<file path="config.mk">
export PLATFORM = sky130hd
export DESIGN_NAME = edge_window_filter
export DESIGN_NICKNAME = d
export VERILOG_FILES = /design/src/rtl/edge_window_filter.sv
export SDC_FILE = /design/constraint.sdc
export NUM_CORES = 1
export LEC_CHECK = 0
export ABC_AREA = 1
export CORE_AREA = 2 2 221 223
export CTS_BUF_LIST = sky130_fd_sc_hd__clkbuf_8
export DETAILED_ROUTE_END_ITERATION = 16
export DIE_AREA = 0 0 223 225
export PLACE_DENSITY = 0.64
export SLEW_MARGIN = 25
export SYNTH_ARGS = -nofsm -noshare
export SYNTH_HDL_FRONTEND = slang
export SYNTH_SLANG_ARGS = --single-unit
</file>
<file path="constraint.sdc">
create_clock -name clk -period 12.3 [get_ports clk]
set_input_delay 1.23 -clock clk [delete_from_list [all_inputs] [get_ports clk]]
set_output_delay 1.23 -clock clk [all_outputs]
set_load 0.02 [all_outputs]
</file>
<file path="src/rtl/edge_window_filter.sv">
`default_nettype none
// ============================================================================
//  Module      : edge_window_filter
//  Description : Streaming 3x3 window filter over a raster-order image.
//                Two line buffers plus a 3x3 window feed either a median
//                or a Gaussian (1-2-1 kernel, rounded) datapath. One
//                registered output per interior pixel, valid/ready on both
//                sides, frame_done pulse once the last output is taken.
//  Options     : EDGE_WINDOW_GAUSS_EN -- when defined, the Gaussian
//                datapath is built and 'mode' (latched at pixel 0,0)
//                selects it; when undefined, median is always used.
//  Revision    : 1.0 - initial release
// ============================================================================
module edge_window_filter #(
  parameter int IMG_W      = 20,
  parameter int IMG_H      = 20,
  parameter int BIT_LENGTH = 5
) (
  input  logic                  clk,
  input  logic                  reset,
  input  logic                  mode,
  input  logic                  in_valid,
  output logic                  in_ready,
  input  logic [BIT_LENGTH-1:0] pixel_in,
  output logic                  out_valid,
  input  logic                  out_ready,
  output logic [BIT_LENGTH-1:0] pixel_out,
  output logic                  frame_done
);

  localparam int CW = (IMG_W > 1) ? $clog2(IMG_W) : 1;
  localparam int RW = (IMG_H > 1) ? $clog2(IMG_H) : 1;
  localparam logic [CW-1:0] C_LAST_COL = CW'(IMG_W - 1);
  localparam logic [RW-1:0] C_LAST_ROW = RW'(IMG_H - 1);

  typedef enum logic [1:0] {
    S_IDLE   = 2'd0,
    S_ACTIVE = 2'd1,
    S_DRAIN  = 2'd2
  } state_t;

  state_t                state_q;
  logic [CW-1:0]         col_q;
  logic [RW-1:0]         row_q;
  logic                  out_valid_q;
  logic                  frame_done_q;
  logic [BIT_LENGTH-1:0] pixel_out_q;

  // lb0 holds row r-1, lb1 holds row r-2, indexed by column
  logic [BIT_LENGTH-1:0] lb0_q [0:IMG_W-1];
  logic [BIT_LENGTH-1:0] lb1_q [0:IMG_W-1];
  // Two previous columns of the window: [row][0] = col-2, [row][1] = col-1
  logic [BIT_LENGTH-1:0] win_q [0:2][0:1];

  logic                  w_accept;
  logic                  w_emit;
  logic                  w_last;
  logic [BIT_LENGTH-1:0] w_col [0:2];
  logic [BIT_LENGTH-1:0] w_win [0:8];
  logic [BIT_LENGTH-1:0] w_median;
  logic [BIT_LENGTH-1:0] w_result;

  assign in_ready   = (state_q == S_ACTIVE) && (!out_valid_q || out_ready);
  assign w_accept   = in_valid && in_ready;
  assign w_emit     = w_accept && (row_q >= RW'(2)) && (col_q >= CW'(2));
  assign w_last     = (row_q == C_LAST_ROW) && (col_q == C_LAST_COL);
  assign out_valid  = out_valid_q;
  assign pixel_out  = pixel_out_q;
  assign frame_done = frame_done_q;

  // Assemble the full 3x3 window (row-major) from stored columns plus the incoming column
  always_comb begin
    w_col[0] = lb1_q[col_q];
    w_col[1] = lb0_q[col_q];
    w_col[2] = pixel_in;
    for (int r = 0; r < 3; r++) begin
      w_win[r*3 + 0] = win_q[r][0];
      w_win[r*3 + 1] = win_q[r][1];
      w_win[r*3 + 2] = w_col[r];
    end
  end

  // Median by rank: the value with at most 4 strictly smaller and at least 5 not-larger entries
  always_comb begin
    logic [3:0] lt;
    logic [3:0] le;
    w_median = '0;
    for (int i = 0; i < 9; i++) begin
      lt = 4'd0;
      le = 4'd0;
      for (int j = 0; j < 9; j++) begin
        if (w_win[j] <  w_win[i]) lt = lt + 4'd1;
        if (w_win[j] <= w_win[i]) le = le + 4'd1;
      end
      if ((lt <= 4'd4) && (le >= 4'd5)) w_median = w_win[i];
    end
  end

`ifdef EDGE_WINDOW_GAUSS_EN
  localparam int GW = BIT_LENGTH + 4;

  logic                  mode_q;
  logic [GW-1:0]         w_gsum;
  logic [BIT_LENGTH-1:0] w_gauss;

  // Weighted sum with +8 rounding; 16*max+8 still fits GW bits
  always_comb begin
    w_gsum = GW'(w_win[0])        + (GW'(w_win[1]) << 1) + GW'(w_win[2])
           + (GW'(w_win[3]) << 1) + (GW'(w_win[4]) << 2) + (GW'(w_win[5]) << 1)
           + GW'(w_win[6])        + (GW'(w_win[7]) << 1) + GW'(w_win[8])
           + GW'(8);
    w_gauss = w_gsum[GW-1:4];
  end

  assign w_result = mode_q ? w_gauss : w_median;

  // Filter selection is frozen at the first pixel of each frame
  always_ff @(posedge clk or negedge reset) begin
    if (!reset) begin
      mode_q <= 1'b0;
    end else if (w_accept && (row_q == '0) && (col_q == '0)) begin
      mode_q <= mode;
    end
  end
`else
  logic unused_mode;
  assign unused_mode = mode;
  assign w_result    = w_median;
`endif

  // Line buffers and window shift on every accepted pixel; contents need no reset
  always_ff @(posedge clk) begin
    if (w_accept) begin
      lb1_q[col_q] <= lb0_q[col_q];
      lb0_q[col_q] <= pixel_in;
      for (int r = 0; r < 3; r++) begin
        win_q[r][0] <= win_q[r][1];
        win_q[r][1] <= w_col[r];
      end
    end
  end

  // Frame FSM, raster counters and registered output stage
  always_ff @(posedge clk or negedge reset) begin
    if (!reset) begin
      state_q      <= S_IDLE;
      col_q        <= '0;
      row_q        <= '0;
      out_valid_q  <= 1'b0;
      pixel_out_q  <= '0;
      frame_done_q <= 1'b0;
    end else begin
      frame_done_q <= 1'b0;

      // in_ready guarantees the register is free or being drained when emitting
      if (w_emit) begin
        out_valid_q <= 1'b1;
        pixel_out_q <= w_result;
      end else if (out_ready) begin
        out_valid_q <= 1'b0;
      end

      case (state_q)
        S_IDLE: begin
          state_q <= S_ACTIVE;
          col_q   <= '0;
          row_q   <= '0;
        end
        S_ACTIVE: begin
          if (w_accept) begin
            if (w_last) begin
              state_q <= S_DRAIN;
              col_q   <= '0;
              row_q   <= '0;
            end else if (col_q == C_LAST_COL) begin
              col_q <= '0;
              row_q <= row_q + RW'(1);
            end else begin
              col_q <= col_q + CW'(1);
            end
          end
        end
        S_DRAIN: begin
          // The last pixel always produces an output, so wait for it to leave
          if (out_valid_q && out_ready) begin
            state_q      <= S_IDLE;
            frame_done_q <= 1'b1;
          end
        end
        default: state_q <= S_IDLE;
      endcase
    end
  end

endmodule
`default_nettype wire

</file>
* Yosys cells after proc, flatten, opt, wreduce, memory -nomap -nowiden
Memories as Yosys holds them, arrays and structs flattened.
Cells that the tools add are included.
** Operators by class
- Reductions and logical operators :: 23
- $mul :: 0
- Div/mod/pow operators :: 0
- Mux-type cells :: 189
- Add/subtract/negate cells :: 146
- Equality and inequality tests :: 8
- Shift operators :: 0
- $lt $le $gt $ge :: 182
- Bitwise logic cells :: 0
** Operators by type and width (count)
- adder 4 x 1 -> 4 bit (second input constant) :: 144
- 2-to-1 mux 4 bit :: 144
- <= comparator 5 bit :: 81
- less-than comparator 5 bit :: 81
- 2-to-1 mux 5 bit :: 15
- greater-or-equal comparator 4 x 3 -> 1 bit (second input constant) :: 9
- <= comparator 4 x 3 -> 1 bit (second input constant) :: 9
- 2-to-1 mux 1 bit :: 24
- one-hot mux 5 bit (2 select lines) :: 2
- logical AND 1 bit :: 15
- adder 5 x 1 -> 5 bit (second input constant) :: 2
- equality test 5 bit (second input constant) :: 2
- greater-or-equal comparator 5 x 2 -> 1 bit (second input constant) :: 2
- 2-to-1 mux 2 bit :: 3
- inequality test 2 bit (second input constant) :: 3
- one-hot mux 2 bit (3 select lines) :: 1
- AND reduction 3 bit :: 2
- nonzero test 2 bit :: 2
- inequality test 3 x 2 -> 1 bit (second input constant) :: 1
- equality test 2 x 1 -> 1 bit (second input constant) :: 1
- equality test 2 bit (second input constant) :: 1
- logical NOT 2 bit :: 1
- AND reduction 2 bit :: 1
- logical NOT 1 bit :: 1
- logical OR 1 bit :: 1
** Storage, ports and cells
- Flip-flop bits (word level) :: 19
- Bits in writable memories :: 230
- Memories kept :: 3
- Word-level logic and storage cells :: 557
- Output and inout port bits :: 8
- Bits in latches :: 0
- Input port bits :: 10
- ROM bits :: 0
** Memory list
- lb0_q :: depth 20, width 5, read ports 1, clocked after Yosys merged registers in 0, wr ports 1, line 50 : logic [BIT_LENGTH-1:0] lb0_q [0:IMG_W-1];
- lb1_q :: depth 20, width 5, read ports 1, clocked after Yosys merged registers in 0, wr ports 1, line 51 : logic [BIT_LENGTH-1:0] lb1_q [0:IMG_W-1];
- win_q :: depth 3, width 10, read ports 3, clocked after Yosys merged registers in 0, wr ports 3, line 53 : logic [BIT_LENGTH-1:0] win_q [0:2][0:1];

* Depth between registers and ports, before layout
Gate-level depths: netlist of run 1.
- Depth in word-level cells :: 29
- Gate-level depth with buffers :: 54
- Mapped depth without buffers :: 52

* Worst setup path after synthesis of run 1
OpenSTA, ideal clock, no wires.
- Kind :: register to register
- Start point :: register col_q[0]
- End point :: register pixel_out_q[4] (netlist: pixel_out[4])
- Cell stages (with the launch flop) :: 50
- Arrival time :: 6.991 ns
- Setup time :: 0.065 ns
- Buffers on the path :: 2
- Required time :: 12.235 ns
- Path slack :: 5.245 ns
- Period minus slack after synthesis :: 7.055 ns
- Cells stage by stage :: dfrtp_1 -> clkbuf_1 -> clkbuf_1 -> nor2_1 -> o22ai_1 -> a22o_1 -> nor3_1 -> inv_1 -> ha_1 -> nor3_1 -> nor2_1 -> nor2_1 -> inv_1 -> ha_1 -> inv_1 -> nand3_1 -> nand2_1 -> ha_1 -> (+14 left out) -> ha_1 -> inv_1 -> nand4_1 -> nand3_1 -> nand3_1 -> nor2_2 -> nand2_1 -> nand2_1 -> nand3_1 -> nand2_1 -> nand3_1 -> nand2_1 -> nand2_1 -> nand2_1 -> nand2_1 -> nand2_1 -> nand2_1 -> nand2_1
** RTL lines
- start, declared :: line 43 : logic [CW-1:0] col_q;
- start signal, assigned :: line 179 : col_q <= col_q + CW'(1);
- end signal, assigned :: line 158 : pixel_out_q <= w_result;
- end, declared :: line 47 : logic [BIT_LENGTH-1:0] pixel_out_q;

* Final worst setup path of run 1
- Start point :: register col_q[1]
- End point :: register pixel_out_q[0] (netlist: pixel_out[0])
** On the way
- Word-level cells in the longest chain between the ends :: 28
- Elaborated cells between the ends (all ways) :: 354
- Those cells by class :: add/sub: 116; order compare: 83; mux: 143; reduce/logical: 10; memory: 2
** RTL lines
- memory read (20 x 5 bit)
- less-than comparator 5 bit or <= comparator 5 bit (tied branches) :: line 92, 93
- 2-to-1 mux 1 bit (on tied branches) :: line 92, 93
- adder 4 x 1 -> 4 bit (on tied branches) :: line 92, 93
- 2-to-1 mux 4 bit (on tied branches) :: line 92, 93
- adder 4 x 1 -> 4 bit (on tied branches) :: line 92, 93
- 2-to-1 mux 4 bit (on tied branches) :: line 92, 93
- adder 4 x 1 -> 4 bit (on tied branches) :: line 92, 93
- (+6 left out)
- 2-to-1 mux 4 bit (on tied branches) :: line 92, 93
- adder 4 x 1 -> 4 bit (on tied branches) :: line 92, 93
- 2-to-1 mux 4 bit (on tied branches) :: line 92, 93
- adder 4 x 1 -> 4 bit (on tied branches) :: line 92, 93
- 2-to-1 mux 4 bit (on tied branches) :: line 92, 93
- <= comparator 4 x 3 -> 1 bit or greater-or-equal comparator 4 x 3 -> 1 bit (tied branches) :: line 95 : if ((lt <= 4'd4) && (le >= 4'd5)) w_median = w_win[i];
- logical AND 1 bit :: line 95
- 2-to-1 mux 5 bit (7 in a row) :: line 95
Several ways; a longest one is shown, not always the timed one.
A chain may end at the register's enable or synchronous reset.

==> reports/metrics.yaml, run 1 <==
status: "finished, final reports clean"
cts_buffer_depth: 3
grt_start_max_net_pins: 70
cp_data_arrival_time_ps: 9810
worst-slew-pin-transition_ps: 1009
worstHoldStart: "pixel_out[2]"
max_cap_viols: 0
htree_levels: 2
ys_dominant_reg_cell: "edfxtp_1"
viasPerCell: 5.413
count_of_filler_cells_inserted_in_the_layout: 4483
worstPathRequired_ps: 12740
worst_clock_skew_ps: 28.03
post_cts_resized: 0
timing_worst_setup_path_type: "flop to flop"
synth_area_sq_um: 23740
tritoncts: "yes"
layout.cell_area.non_filler_sq_um: 25440
detail_route.wl_per_cell_um: 16.54
setup.reg_to_reg.worst_slack_ps: 2930
critical_path.max_stage_delay_ps: 940
yosysSeqAreaShare_pct: 31.09
clock_latency_ps: 570
global_route_wire_length_before_repair_mm: 104.7
drv_slew: 0
max-slew-margin-rel_pct: 32.51
placementRows: 80
start_util_pct: 49.93
syn_inst: 3287
r2r_end: "pixel_out[0]"
synth_async_sr_flop_share_pct: 7.631
timing.setup.tns_ps: 0
max_freq_ghz: 0.1068
synth.yosys.warnings: 0
timing.critical_path.to_type: "flop"
timing.hold.worst.class: "flop to flop"
worst_path_max_delay_cell: "dfrtp_1"
antenna_violating_nets_post_route: 0
synthDistinctLibCells: 53
min_to: "pixel_out[2]"
worst-r2r-cell-count: 49
grt_usage_pct: 26.20
worstReg2RegStart: "col_q[1]"
initial_antenna_violation_count: 0
count_of_buffers_added_by_post_cts_timing_repair_for_setup: 0
place_area_sq_um: 24690
firstDrtPassIters: 6
first_global_vias: 20553
critical_path_peak_fanout: 53
grt_setup_unrepaired: "no"
sinks_on_clock_net: 249
timing.final.hold_violations: 0
tritoncts.num_buffers: 41
grt_remaining_overflow: 0
whs_path_depth: 2
cts_hold_repair.buffers: 0
ios: 18
fin_crit_ps: 9366
vias: 21518
final_min_period_over_clock_period_pct: 76.15
detailed_router_s_first_iteration_violation_count: 1390
synth_fp_nets: 3617
critical_path.most_common_cell: "nand2_1"
setup.worst_path.start_class: "flop"
num_antenna_cells: 0
layout_area_growth_over_synthesis_pct: 7.146
core_sq_um: 47550
timing.final.setup_violations: 0
synth-edff-count: 230
clk_root_buffer_cell: "clkbuf_8"
worst_setup_hold_path_clk_slew_ps: 60
die_h_um: 225
floorplan.die.width_um: 223
finalWeightedCongestion: 0.9037
synth_seq_cells: 249
hpwlAfterDp_mm: 50.09
layout-drive-gt1-share_pct: 8.006
syn_avg_cell_area_sq_um: 7.223
drc: 0
wl_mm: 65.75
die-area_sq_um: 50180
io_buffers: 16
finish.net_count: 3660
[layout by cell type, fill, tap and decap left out, drive strengths merged]
master	n
mux2	1
clkdlybuf4s50	16
o21a	3
nand2	1001
o211ai	7
nand3b	27
nand4	41
nor3	25
nor2	359
nor4	1
o22ai	52
a22o	18
o21bai	4
clkinv	26
dfrtp	19
nor3b	4
a41oi	1
fa	4
or2	51
a21o	1
xnor2	12
buf	20
o31ai	1
o21ai	171
and3	1
clkbuf	42
a31oi	8
ha	316
a21boi	1
a21oi	84
edfxtp	230
and2	6
xor2	31
nand3	261
inv	515
[stage by stage]
stage / util (%) / hold slack, ps / setup WS (ps) / instances
final: 53.50 / 485.3 / 2934 / 3975
after floorplan: - / 454.3 / 5245 / 3287
after global routing: 53.50 / 507.2 / 2306 / 3975
after global placement: 51.92 / 465.8 / 3117 / 3902
after CTS: 53.48 / 489.8 / 3068 / 3975
after detailed placement: 51.94 / 474.5 / 3133 / 3902
[layer usage]
metal / track usage [%] / part of all wire (%)
met4: 9.656 / 3.8
met3: 2.608 / 5.5
met2: 47.63 / 48
met1: 32.13 / 42
met5: 0 / 0
[worst max-delay path: cells and delay by family, from the launching register on]
family                   cells  cell delay (ps)
adder cells (fa/ha/maj)      7             1940
AO/OA/AOI/OAI                3              690
flip-flops                   1              940
buffers and inverters        7             1210
AND/OR/NAND/NOR             32             4410
[synth_stat cells (5+ instances only)]
master / n / share of area, %
nand2_1: 944 / 15
inv_1: 471 / 7.4
nor2_1: 340 / 5.4
ha_1: 316 / 17
nand3_1: 235 / 5.0
edfxtp_1: 230 / 29
o21ai_0: 139 / 2.9
a21oi_1: 80 / 1.7
o22ai_1: 52 / 1.4
nand2_2: 49 / 1.3
nand4_1: 41 / 1.1
clkbuf_1: 36 / 0.57
inv_2: 33 / 0.52
nand3b_1: 27 / 0.85
or2_2: 27 / 0.71
xor2_1: 27 / 1.0
o21ai_1: 26 / 0.55
nor3_1: 25 / 0.53
nand3_2: 23 / 0.97
or2_1: 23 / 0.61
dfrtp_1: 19 / 2.0
a22o_1: 18 / 0.66
nor2_2: 11 / 0.29
xnor2_1: 10 / 0.37
a31oi_1: 8 / 0.21
nand2_4: 8 / 0.38
nor2_4: 8 / 0.38
and2_1: 6 / 0.16
o21ai_2: 6 / 0.22
clkinv_1: 5 / 0.079
o211ai_1: 5 / 0.16
[cell type report]
| cell class | instances | area [sq um] | share of cell area, % |
|---|---|---|---|
| clock inverter | 31 | 155.1 | 0.6099 |
| timing repair buffer | 36 | 310.3 | 1.220 |
| inverter | 510 | 1918 | 7.540 |
| tap | 615 | 769.5 | 3.025 |
| multi-input combinational | 2492 | 14320 | 56.31 |
| clock buffer | 42 | 578.1 | 2.272 |
| sequential | 249 | 7383 | 29.02 |
[worst max-delay path by stage]
stage              endpoint  slack (ps)     start
2_1_floorplan  pixel_out[4]        5240  col_q[0]
3_3_place_gp   pixel_out[1]        3120  col_q[1]
3_5_place_dp   pixel_out[1]        3130  col_q[1]
4_1_cts        pixel_out[1]        3070  col_q[1]
5_1_grt        pixel_out[0]        2310  col_q[1]
6_report       pixel_out[0]        2930  col_q[1]
[registers in the layout, summed over array words and instances, names as in the netlist]
signal / count
pixel_out: 5
col_q: 5
win_q: 30
lb1_q: 100
state_q: 2
out_valid: 1
lb0_q: 100
frame_done: 1
row_q: 5
[cell families after synthesis]
| kind of cell | Yosys count | share of synthesized area [%] |
|---|---|---|
| simple gates | 1777 | 32.95 |
| mux | 1 | 0.04743 |
| buf+inv | 546 | 8.638 |
| flops | 249 | 31.09 |
| compound gates | 351 | 8.458 |
| xor+xnor | 43 | 1.823 |
| fa+ha+maj | 320 | 16.99 |
Power of run 1 is not shown: default switching activity piles up to over one toggle a cycle in this logic, so the estimate is an artifact.
==> run 2, diff against run 1 <==
- clock period: 12.3 -> 8.9 ns (I/O delays scaled with it)
==> run 2 against run 1 <==
  * Design area grew 0.36%
  * Clock skew is 4.1 ps higher
  * First-iteration DRC count about the same
==> reports/metrics.yaml, run 2 (synthesis gave the netlist of run 1 again) <==
initial_antenna_violation_count: 0  # unchanged
grtUsageMet2_pct: 47.46  # -0.17 points
die-area_sq_um: 50180  # unchanged
timing.final.setup_violations: 0  # unchanged
vias: 21486  # -0.15%
sinks_on_clock_net: 249  # unchanged
start_util_pct: 49.93  # unchanged
fin_crit_ps: 8202  # -1164 ps
tritoncts.num_buffers: 39  # -4.9%
detail_route.wl_per_cell_um: 16.48  # -0.37%
biggest_registers_after_layout: "lb0_q: 100 flops, lb1_q: 100 flops, win_q: 30 flops"
timing.hold.worst.class: "flop to flop"
worst_clock_skew_ps: 32.17  # +4.145 ps
layout-drive-gt1-share_pct: 8.090  # +0.084 points
clock_latency_ps: 550  # -20 ps
drc: 0  # unchanged
global_route_wire_length_before_repair_mm: 103.7  # -0.96%
timing.final.hold_violations: 0  # unchanged
worst_path_dominant_cell_family: "simple AND/OR/NAND/NOR gates"
worst_setup_hold_path_clk_slew_ps: 60  # about the same
max_cap_viols: 0  # unchanged
clk_root_buffer_cell: "clkbuf_8"
htree_levels: 2  # unchanged
worstPathRequired_ps: 9380  # -3360 ps
viasPerCell: 5.403  # -0.20%
timing.setup.tns_ps: 0  # unchanged
drv_slew: 0  # unchanged
grt_start_max_net_pins: 104  # +49%
worst-slew-pin-transition_ps: 1015  # +6.373 ps
critical_path.most_common_cell: "nand2_1"
worst_path_bufs_invs: 9  # +2
grt_setup_unrepaired: "no"
layout_area_growth_over_synthesis_pct: 7.531
final_min_period_over_clock_period_pct: 92.16  # +16 points
layout_commonest_cell: "nand2_1"
grt_usage_pct: 26.00  # -0.20 points
top_usage_layer: "met2"
wl_mm: 65.54  # -0.32%
grt_remaining_overflow: 0  # unchanged
floorplan.die.width_um: 223  # unchanged
cts_buffer_depth: 3  # unchanged
grt.met3_usage_pct: 2.412  # -0.20 points
placementRows: 80  # unchanged
critical_path_peak_fanout: 11  # -79%
ios: 18  # unchanged
worst_path_max_delay_cell: "dfrtp_1"
hpwlAfterDp_mm: 50.55  # +0.92%
global_route.usage.met1_pct: 31.99  # -0.14 points
num_antenna_cells: 0  # unchanged
detailed_router_s_first_iteration_violation_count: 1391  # +0.072%
first_global_vias: 20450  # -0.50%
antenna_violating_nets_post_route: 0  # unchanged
finish.net_count: 3664  # +0.11%
tritoncts: "yes"
core_sq_um: 47550  # unchanged
cp_data_arrival_time_ps: 8680  # -1130 ps
status: "finished, final reports clean"
setup.worst_path.start_class: "flop"
timing_worst_setup_path_type: "flop to flop"
finalWeightedCongestion: 0.9216  # +2.0%
timing.critical_path.to_type: "flop"
max-slew-margin-rel_pct: 32.08  # -0.43 points
max_freq_ghz: 0.1219  # +14%
commonest_non_fill_non_tap_cells_in_the_layout: "944 x nand2_1, 481 x inv_1, 334 x nor2_1"
die_h_um: 225  # unchanged
critical_path.max_stage_delay_ps: 560  # -380 ps
firstDrtPassIters: 5  # -1
cts_hold_repair.buffers: 0  # unchanged
io_buffers: 16  # unchanged
## run 2: cell types whose count changed in the layout (fill, tap and decap cells not counted), sizes merged
cell    delta
buf        +6
clkbuf     -1
inv        +2
clkinv     -6
bufinv     +1
## run 2: area by class of cell
cell class / count / area (sq um)
Clock buffer: 41 / 564.3
Clock inverter: 28 / 157.7
Fill cell: 4452 / 22020
Inverter: 510 / 1916
Multi-Input combinational cell: 2492 / 14330
Sequential cell: 249 / 7383
Tap cell: 615 / 769.5
Timing Repair Buffer: 42 / 405.4
## run 2: layer usage
layer,vias to the layer above,share of wire (%)
met1,9985,43
met2,497,50
met4,0,3.1
li1,10879,-
met5,-,0
met3,125,4.5
## run 2: final timing paths
path,start,endpoint,slack (ps),depth (start not counted)
max in group asynchronous,reset,col_q[0],7480,1
max,col_q[4],pixel_out[0],700,49
min reg2reg,pixel_out[2],pixel_out[2],480,2
min in group asynchronous,reset,col_q[3],830,1
min,pixel_out[2],pixel_out[2],480,2
max reg2reg,col_q[4],pixel_out[0],700,49
## run 2: per-stage QoR
stage                     cell area, sq um  cells  setup WS, ps  utilization, %  hold slack (ps)
after floorplan                      23740   3287          1845               -            454.3
after global placement               24780   3908         623.8           52.12            471.3
after detailed placement             24780   3908         461.2           52.12            465.9
after CTS                            25500   3977         406.9           53.64            482.3
after global routing                 25530   3977         148.3           53.69            500.1
final                                25530   3977         697.9           53.69            477.6
## run 2: worst min-delay path, delay by kind of cell, from the launching register on
kind | cells | cell delay (ps)
DFF | 1 | 340
and+or+nand+nor | 2 | 100
## run 2: timing repair
item / CTS / global route
setup buffers: 0 / 0
endpoints found under the setup margin: 0 / 5
resized for setup: 0 / 3
Power of run 2 is left out for the same reason.
